**config.mk**
```make
export PLATFORM = sky130hd
export DESIGN_NAME = traceback_decoder
export DESIGN_NICKNAME = d
export VERILOG_FILES = /design/src/rtl/traceback_decoder.sv
export SDC_FILE = /design/constraint.sdc
export NUM_CORES = 1
export LEC_CHECK = 0
export ABC_AREA = 1
export CORE_ASPECT_RATIO = 1.5
export CORE_MARGIN = 4
export CORE_UTILIZATION = 39
export DETAILED_ROUTE_END_ITERATION = 6
export GPL_ROUTABILITY_DRIVEN = 0
export PLACE_DENSITY = 0.72
export SLEW_MARGIN = 20
export SYNTH_ARGS = -nofsm -noshare
export SYNTH_HDL_FRONTEND = slang
export SYNTH_SLANG_ARGS = --single-unit
```
**constraint.sdc**
```tcl
create_clock -name clk -period 4.11 [get_ports clk]
set_clock_uncertainty 0.15 [all_clocks]
set_input_delay 0.822 -clock clk [delete_from_list [all_inputs] [get_ports clk]]
set_output_delay 0.822 -clock clk [all_outputs]
set_load 0.02 [all_outputs]
```
**src/rtl/traceback_decoder.sv**
```systemverilog
// Decodes a Grid traceback coordinate stream into aligned character pairs and accumulates the score/counts.
// Optional TB_SCORE_CHECK_EN adds exp_score input and score_ok output.
module traceback_decoder #(
  parameter int LENGTH      = 10,
  parameter int CWIDTH      = 2,
  parameter int SWIDTH      = 16,
  parameter int CORD_LENGTH = 8,
  parameter int MATCH       = 1,
  parameter int MISMATCH    = -1,
  parameter int INDEL       = -1
) (
  input  logic                          clk,
  input  logic                          reset,
  input  logic                          start,
  input  logic [LENGTH*CWIDTH-1:0]      s1,
  input  logic [LENGTH*CWIDTH-1:0]      s2,
  input  logic                          in_valid,
  output logic                          in_ready,
  input  logic [CORD_LENGTH-1:0]        in_x,
  input  logic [CORD_LENGTH-1:0]        in_y,
  output logic                          out_valid,
  input  logic                          out_ready,
  output logic [CWIDTH-1:0]             out_c1,
  output logic [CWIDTH-1:0]             out_c2,
  output logic                          out_gap1,
  output logic                          out_gap2,
  output logic                          out_last,
  output logic signed [SWIDTH-1:0]      score,
  output logic [CORD_LENGTH:0]          n_match,
  output logic [CORD_LENGTH:0]          n_mismatch,
  output logic [CORD_LENGTH:0]          n_indel,
  output logic                          done,
  output logic                          error
`ifdef TB_SCORE_CHECK_EN
  ,
  input  logic signed [SWIDTH-1:0]      exp_score,
  output logic                          score_ok
`endif
);

  typedef enum logic [2:0] {S_IDLE, S_FIRST, S_RUN, S_TERM, S_DONE, S_ERR} state_t;

  localparam logic [CORD_LENGTH-1:0] LAST = CORD_LENGTH'(LENGTH - 1);
  localparam logic [CORD_LENGTH:0]   ONE  = (CORD_LENGTH + 1)'(1);

  function automatic logic [CWIDTH-1:0] get_char(input logic [LENGTH*CWIDTH-1:0] s,
                                                 input logic [CORD_LENGTH-1:0]   idx);
    logic [CWIDTH-1:0] c;
    c = '0;
    for (int i = 0; i < LENGTH; i++)
      if (idx == CORD_LENGTH'(i)) c = s[((LENGTH-1)-i)*CWIDTH +: CWIDTH];
    return c;
  endfunction

  function automatic logic signed [SWIDTH-1:0] pair_weight(input logic gap, input logic eq);
    if (gap) return SWIDTH'(INDEL);
    else if (eq) return SWIDTH'(MATCH);
    else return SWIDTH'(MISMATCH);
  endfunction

  // Score wraps modulo 2^SWIDTH; no saturation.
  function automatic logic signed [SWIDTH-1:0] wrap_add(input logic signed [SWIDTH-1:0] a,
                                                        input logic signed [SWIDTH-1:0] b);
    return a + b;
  endfunction

  state_t r_state, r_next;
  logic [CORD_LENGTH-1:0] r_px, r_py;
  logic                   r_vld_p1, r_last_p1, r_g1_p1, r_g2_p1;
  logic [CWIDTH-1:0]      r_c1_p1, r_c2_p1;
  logic signed [SWIDTH-1:0] r_score;
  logic [CORD_LENGTH:0]   r_nm, r_nmm, r_ni;
  logic                   r_done, r_error;

  logic                   w_slot_free, w_accept, w_first_ok, w_run_ok, w_bad, w_zero;
  logic                   w_diag, w_up, w_left, w_in_range;
  logic                   w_term_load, w_term_take, w_emit, w_g1, w_g2;
  logic [CWIDTH-1:0]      w_c1, w_c2;
  logic [CORD_LENGTH:0]   w_x1, w_y1, w_px, w_py;

  assign w_slot_free = !r_vld_p1 || out_ready;
  assign in_ready    = ((r_state == S_FIRST) || (r_state == S_RUN)) && w_slot_free;
  assign w_accept    = in_valid && in_ready;

  // Step classification: the new coordinate is compared to the previously accepted one.
  assign w_x1       = {1'b0, in_x} + ONE;
  assign w_y1       = {1'b0, in_y} + ONE;
  assign w_px       = {1'b0, r_px};
  assign w_py       = {1'b0, r_py};
  assign w_diag     = (w_x1 == w_px) && (w_y1 == w_py);
  assign w_up       = (in_x == r_px) && (w_y1 == w_py);
  assign w_left     = (w_x1 == w_px) && (in_y == r_py);
  assign w_in_range = (in_x <= LAST) && (in_y <= LAST);
  assign w_first_ok = (in_x == LAST) && (in_y == LAST);
  assign w_run_ok   = w_in_range && (w_diag || w_up || w_left);
  assign w_zero     = (in_x == '0) && (in_y == '0);
  assign w_bad      = w_accept && (((r_state == S_FIRST) && !w_first_ok) ||
                                   ((r_state == S_RUN) && !w_run_ok));

  // Once in TERM, prev is (0,0), so the final pair is simply the diagonal at prev.
  assign w_term_load = (r_state == S_TERM) && !(r_vld_p1 && r_last_p1) && w_slot_free;
  assign w_term_take = (r_state == S_TERM) && r_vld_p1 && r_last_p1 && out_ready;
  assign w_emit      = (w_accept && (r_state == S_RUN) && w_run_ok) || w_term_load;

  assign w_g1 = (r_state == S_RUN) && w_left;
  assign w_g2 = (r_state == S_RUN) && w_up;
  assign w_c1 = w_g1 ? '0 : get_char(s1, r_py);
  assign w_c2 = w_g2 ? '0 : get_char(s2, r_px);

  always_ff @(posedge clk) begin
    if (!reset) r_state <= S_IDLE;
    else        r_state <= r_next;
  end

  always_comb begin
    r_next = r_state;
    if (start) r_next = S_FIRST;
    else begin
      case (r_state)
        S_FIRST: if (w_accept) r_next = w_first_ok ? S_RUN : S_ERR;
        S_RUN:   if (w_accept) r_next = !w_run_ok ? S_ERR : (w_zero ? S_TERM : S_RUN);
        S_TERM:  if (w_term_take) r_next = S_DONE;
        default: r_next = r_state;
      endcase
    end
  end

  // Output register stage: pair, score and counts update on the accepting edge.
  always_ff @(posedge clk) begin
    if (!reset || start) begin
      r_vld_p1  <= 1'b0;
      r_last_p1 <= 1'b0;
      r_g1_p1   <= 1'b0;
      r_g2_p1   <= 1'b0;
      r_c1_p1   <= '0;
      r_c2_p1   <= '0;
      r_score   <= '0;
      r_nm      <= '0;
      r_nmm     <= '0;
      r_ni      <= '0;
      r_done    <= 1'b0;
      r_error   <= 1'b0;
    end else begin
      if (w_bad) r_error <= 1'b1;
      if (w_emit) begin
        r_vld_p1  <= 1'b1;
        r_last_p1 <= (r_state == S_TERM);
        r_g1_p1   <= w_g1;
        r_g2_p1   <= w_g2;
        r_c1_p1   <= w_c1;
        r_c2_p1   <= w_c2;
        r_score   <= wrap_add(r_score, pair_weight(w_g1 || w_g2, w_c1 == w_c2));
        if (w_g1 || w_g2)     r_ni  <= r_ni + ONE;
        else if (w_c1 == w_c2) r_nm  <= r_nm + ONE;
        else                  r_nmm <= r_nmm + ONE;
      end else if (out_ready) begin
        r_vld_p1 <= 1'b0;
      end
      if (w_term_take) r_done <= 1'b1;
    end
  end

  always_ff @(posedge clk) begin
    if (w_accept && !w_bad && !start) begin
      r_px <= in_x;
      r_py <= in_y;
    end
  end

  assign out_valid  = r_vld_p1;
  assign out_c1     = r_c1_p1;
  assign out_c2     = r_c2_p1;
  assign out_gap1   = r_g1_p1;
  assign out_gap2   = r_g2_p1;
  assign out_last   = r_last_p1;
  assign score      = r_score;
  assign n_match    = r_nm;
  assign n_mismatch = r_nmm;
  assign n_indel    = r_ni;
  assign done       = r_done;
  assign error      = r_error;

`ifdef TB_SCORE_CHECK_EN
  assign score_ok = r_done && (r_score == exp_score);
`endif

endmodule

```
==> metrics.sh <==
FP-ROW-COUNT=51
SLEW_HEADROOM=0.486
WORST_SETUP_PATH_START_KIND='input pin'
SYNTH_ENABLE_FLOP_CELLS=16
FINAL-INSTANCE-COUNT-EXCL-FILL=1121
TIMING_MAX_TRANSITION_VIOLATIONS_FINAL=0
TIMING.FINAL.CRIT_SHARE=0.984
AREA_GROWTH_SYN_TO_LAYOUT_PCT=53.3
COREAREA_MM2=0.0130
POST_SYNTH_MOST_FREQUENT_CELLS='160 x sky130_fd_sc_hd__nand2_1, 95 x sky130_fd_sc_hd__inv_1, 70 x sky130_fd_sc_hd__nor2_1'
SWITCHING_POWER_mW=0.484
START_UTIL=0.395
SLOWEST_STAGE_CELL_CRIT_PATH='sky130_fd_sc_hd__fa_2'
FLOORPLAN.DIE_AREA_MM2=0.0151
CLK_LATENCY_NS=0.33
GLOBALROUTETOTALUTIL=0.196
YOSYS-TOP-CELLS-AREA='sky130_fd_sc_hd__dfxtp_1 22%, sky130_fd_sc_hd__nand2_1 12%, sky130_fd_sc_hd__edfxtp_1 9.4%, sky130_fd_sc_hd__inv_1 7.0%, sky130_fd_sc_hd__ha_1 6.6%'
FINALHOLDVIOLATIONS=0
SYN-MEAN-INSTANCE-AREA_UM2=6.89
SEQPWRFRAC=0.410
YOSYSWARNINGS=0
DRT_FIRST_PASS_ITERS=4
HTREE_NUM_LEVELS=3
CRITPATHARRIVALTIME_NS=4.11
WHS_ENDPOINT='done$_SDFFE_PP0P_'
POSTSYNTH.TOPFLOPCELL='sky130_fd_sc_hd__dfxtp_1'
LEAKAGEPOWER_nW=3.37
POST-PLACE-CELLS=1084
SYNTH_CELLS=743
FINAL-SEQ-AREA_MM2=0.00160
FINALNETCOUNT=1046
PATH_DELAY_FAMILY='simple AND/OR/NAND/NOR gates'
YS_TYPES=43
TRITONCTS.NUM_BUFFERS=9
SYNTH_SEQ_AREA_SHARE=0.313
CRITICAL_PATH.MOST_COMMON_CELL='sky130_fd_sc_hd__nand2_1'
CTS.HOLD.BUFFERS_ADDED=0
WL_PER_CELL_UM=13.5
POWERDENSITY_mW_PER_MM2=232
SYNTH_TOP_CELL_BY_AREA='sky130_fd_sc_hd__dfxtp_1'
PLACEMENT.CELL_AREA_MM2=0.00713
FINISH.INSTANCE_AREA_MM2=0.00785
REG2REG_SLACK_NS=0.16
INITIALDRTVIOLATIONCOUNT=171
SYN_AREA_MM2=0.00512
DIEWIDTH_UM=102
VIAS=5654
MAX_CAP_VIOL_COUNT=0
GRT_PASS1_VIAS=5289
ANTENNA_CELLS_INSERTED=0
CLOCK_TREE.ROOT_CELL='sky130_fd_sc_hd__clkbuf_16'
SYNTHMOSTINSTANTIATEDCELL='sky130_fd_sc_hd__nand2_1'
PLACE_HPWL_MM=11.4
HOLD_PATH.STARTPOINT='done$_SDFFE_PP0P_'
CLKPWRFRAC=0.423
SYNTH_TOP_AREA_FRAC=0.219
HOLD_PATH_DEPTH=2
WORSTPATHBUFFERINVERTERCOUNT=6
DRT.ANTENNA.VIOLATING_NETS=0
NUMBER_OF_SYNTHESIZED_REGISTER_BITS=72
WORSTPATHMAXFANOUT=5
CTS_BUFFER_DEPTH=2
HOLDCRITPATHCLASS='reg -> reg'
OVERFLOW_LEFT_AFTER_GLOBAL_ROUTING=0
CLOCK.FMAX_MHz=247
GRT_MAX_DEGREE=33
CRIT_TYPE='in -> reg'
CTS.SINKS=72
SWITCHING_SHARE=0.266
GLOBAL_ROUTE_WIRE_LENGTH_BEFORE_REPAIR_MM=23.8
R2R.WORST_PATH.CELLS=27
WORST_IR_DROP_VDD_V=0.000239
FILLERINSTANCES=1174
WORSTPATHREQUIRED_NS=4.18
MULTIINPUTGATEAREA_MM2=0.00338
FINAL.MIN_CLOCK_PERIOD_NS=4.04
TRITONCTS='built'
FINALSETUPVIOLCOUNT=0
WORST_R2R_ENDPOINT='score[12]$_SDFFE_PP0P_'
GRT_SETUP_UNREPAIRED='true'
ANTENNA_FOUND_INITIAL=0
FLOORPLAN.DIE.HEIGHT_UM=148
IO-PIN-COUNT=115
WORST_SETUP_HOLD_PATH_CLK_SLEW_NS=0.07
DRC=0
WIRELENGTH_MM=15.1
CRITICAL_PATH_SINK_TYPE='register'
STATUS='finished clean'
VIAS_PER_CELL=5.04
WORST_PIN_SLEW_NS=0.771
FRACTION_OF_FINAL_LAYOUT_CELLS_SIZED_BEYOND_DRIVE_STRENGTH_1=0.223
CP_PEAK_STAGE_DELAY_NS=0.38
POWER.COMBINATIONAL.FRACTION=0.167
PORT_BUFFERS=114
SYNTH.NET_COUNT=832
P_INT_mW=1.33
REG2REG_FROM='r_px[7]$_DFFE_PP_'
POSTSYNTH.ASYNCRESETSHARE=0
## how the worst max path moves through the flow
stage / end / depth (start not counted) / start / slack [ns]
final: score[12]$_SDFFE_PP0P_ / 29 / in_y[0] / 0.07
after global placement: score[12]$_SDFFE_PP0P_ / 28 / in_y[1] / -0.81
after global routing: score[15]$_SDFFE_PP0P_ / 29 / in_x[3] / -0.24
after detailed placement: score[12]$_SDFFE_PP0P_ / 28 / in_y[1] / -0.94
after CTS: score[15]$_SDFFE_PP0P_ / 29 / in_x[3] / 0.008
after floorplan: score[12]$_SDFFE_PP0P_ / 27 / in_y[0] / -0.01
## power by group through the flow
stage / clock network [mW] / logic (mW) / registers (mW)
after floorplan: 0 / 0.132 / 0.760
after global placement: 0 / 0.278 / 0.760
after detailed placement: 0 / 0.281 / 0.760
after CTS: 0.785 / 0.287 / 0.745
after global routing: 0.814 / 0.333 / 0.746
final: 0.769 / 0.303 / 0.745
## cells in the final DEF (no fill, tap or decap), types with 16 or more instances in the layout
cell type,count
sky130_fd_sc_hd__buf_4,101
sky130_fd_sc_hd__nand3_1,50
sky130_fd_sc_hd__inv_1,88
sky130_fd_sc_hd__clkdlybuf4s50_1,98
sky130_fd_sc_hd__a21oi_1,55
sky130_fd_sc_hd__nand4_1,26
sky130_fd_sc_hd__dfxtp_1,56
sky130_fd_sc_hd__nand2_1,149
sky130_fd_sc_hd__edfxtp_1,16
sky130_fd_sc_hd__o21ai_0,32
sky130_fd_sc_hd__xor2_1,27
sky130_fd_sc_hd__nor2_1,64
sky130_fd_sc_hd__ha_1,17
## repair_timing
item	in CTS	in global routing
hold endpoints to repair	0	0
pin swaps	39	42
resized for setup	53	64
setup endpoints to repair	11	9
gates cloned	1	0
setup buffers	12	10
## final cells by class
class / count / area share
Inverter: 103 / 0.0531
Clock buffer: 11 / 0.0322
Sequential cell: 72 / 0.204
Timing Repair Buffer: 220 / 0.250
Multi-Input combinational cell: 551 / 0.430
Tap cell: 159 / 0.0254
Clock inverter: 5 / 0.00478
## per-layer routing
layer | vias up | global-route usage | share of wire
li1 | 2900 | - | -
met1 | 2594 | 0.216 | 0.39
met2 | 129 | 0.365 | 0.54
met3 | 31 | 0.0263 | 0.034
met4 | 0 | 0.0818 | 0.032
met5 | - | 0 | 0
## cell families after synthesis
kind of cell,Yosys count,share of synthesized area
AOI/OAI and AO/OA,121,0.126
xor gates and xnor gates,45,0.0770
and+or+nand+nor,356,0.320
adders and majority gates,28,0.0699
buffers and inverters,121,0.0946
DFF,72,0.313
## flip-flops by register name (all words and copies together) (netlist names), 2 cells and up
signal and flops:
r_px 8, score 16, out_c2 2, n_indel 9, r_state 3, n_mismatch 9
r_py 8, out_c1 2, n_match 9
## tightest hold or removal path: stages, from the launching register on
cell	delay (ns)
sky130_fd_sc_hd__dfxtp_1	0.31
sky130_fd_sc_hd__inv_1	0.05
sky130_fd_sc_hd__a21oi_1	0.05
## per-stage QoR
| step | utilization | worst slack, ns | total power, mW | setup TNS [ns] | hold slack (ns) |
|---|---|---|---|---|---|
| floorplan | - | -0.0146 | 0.891 | -0.0146 | 0.315 |
| global route | 0.606 | -0.242 | 1.89 | -0.499 | 0.342 |
| detailed placement | 0.550 | -0.944 | 1.04 | -8.35 | 0.295 |
| finish | 0.606 | 0.0676 | 1.82 | 0 | 0.300 |
| CTS | 0.589 | 0.00798 | 1.82 | 0 | 0.304 |
| global placement | 0.550 | -0.805 | 1.04 | -6.69 | 0.291 |
(Power assumes the default switching activity.)
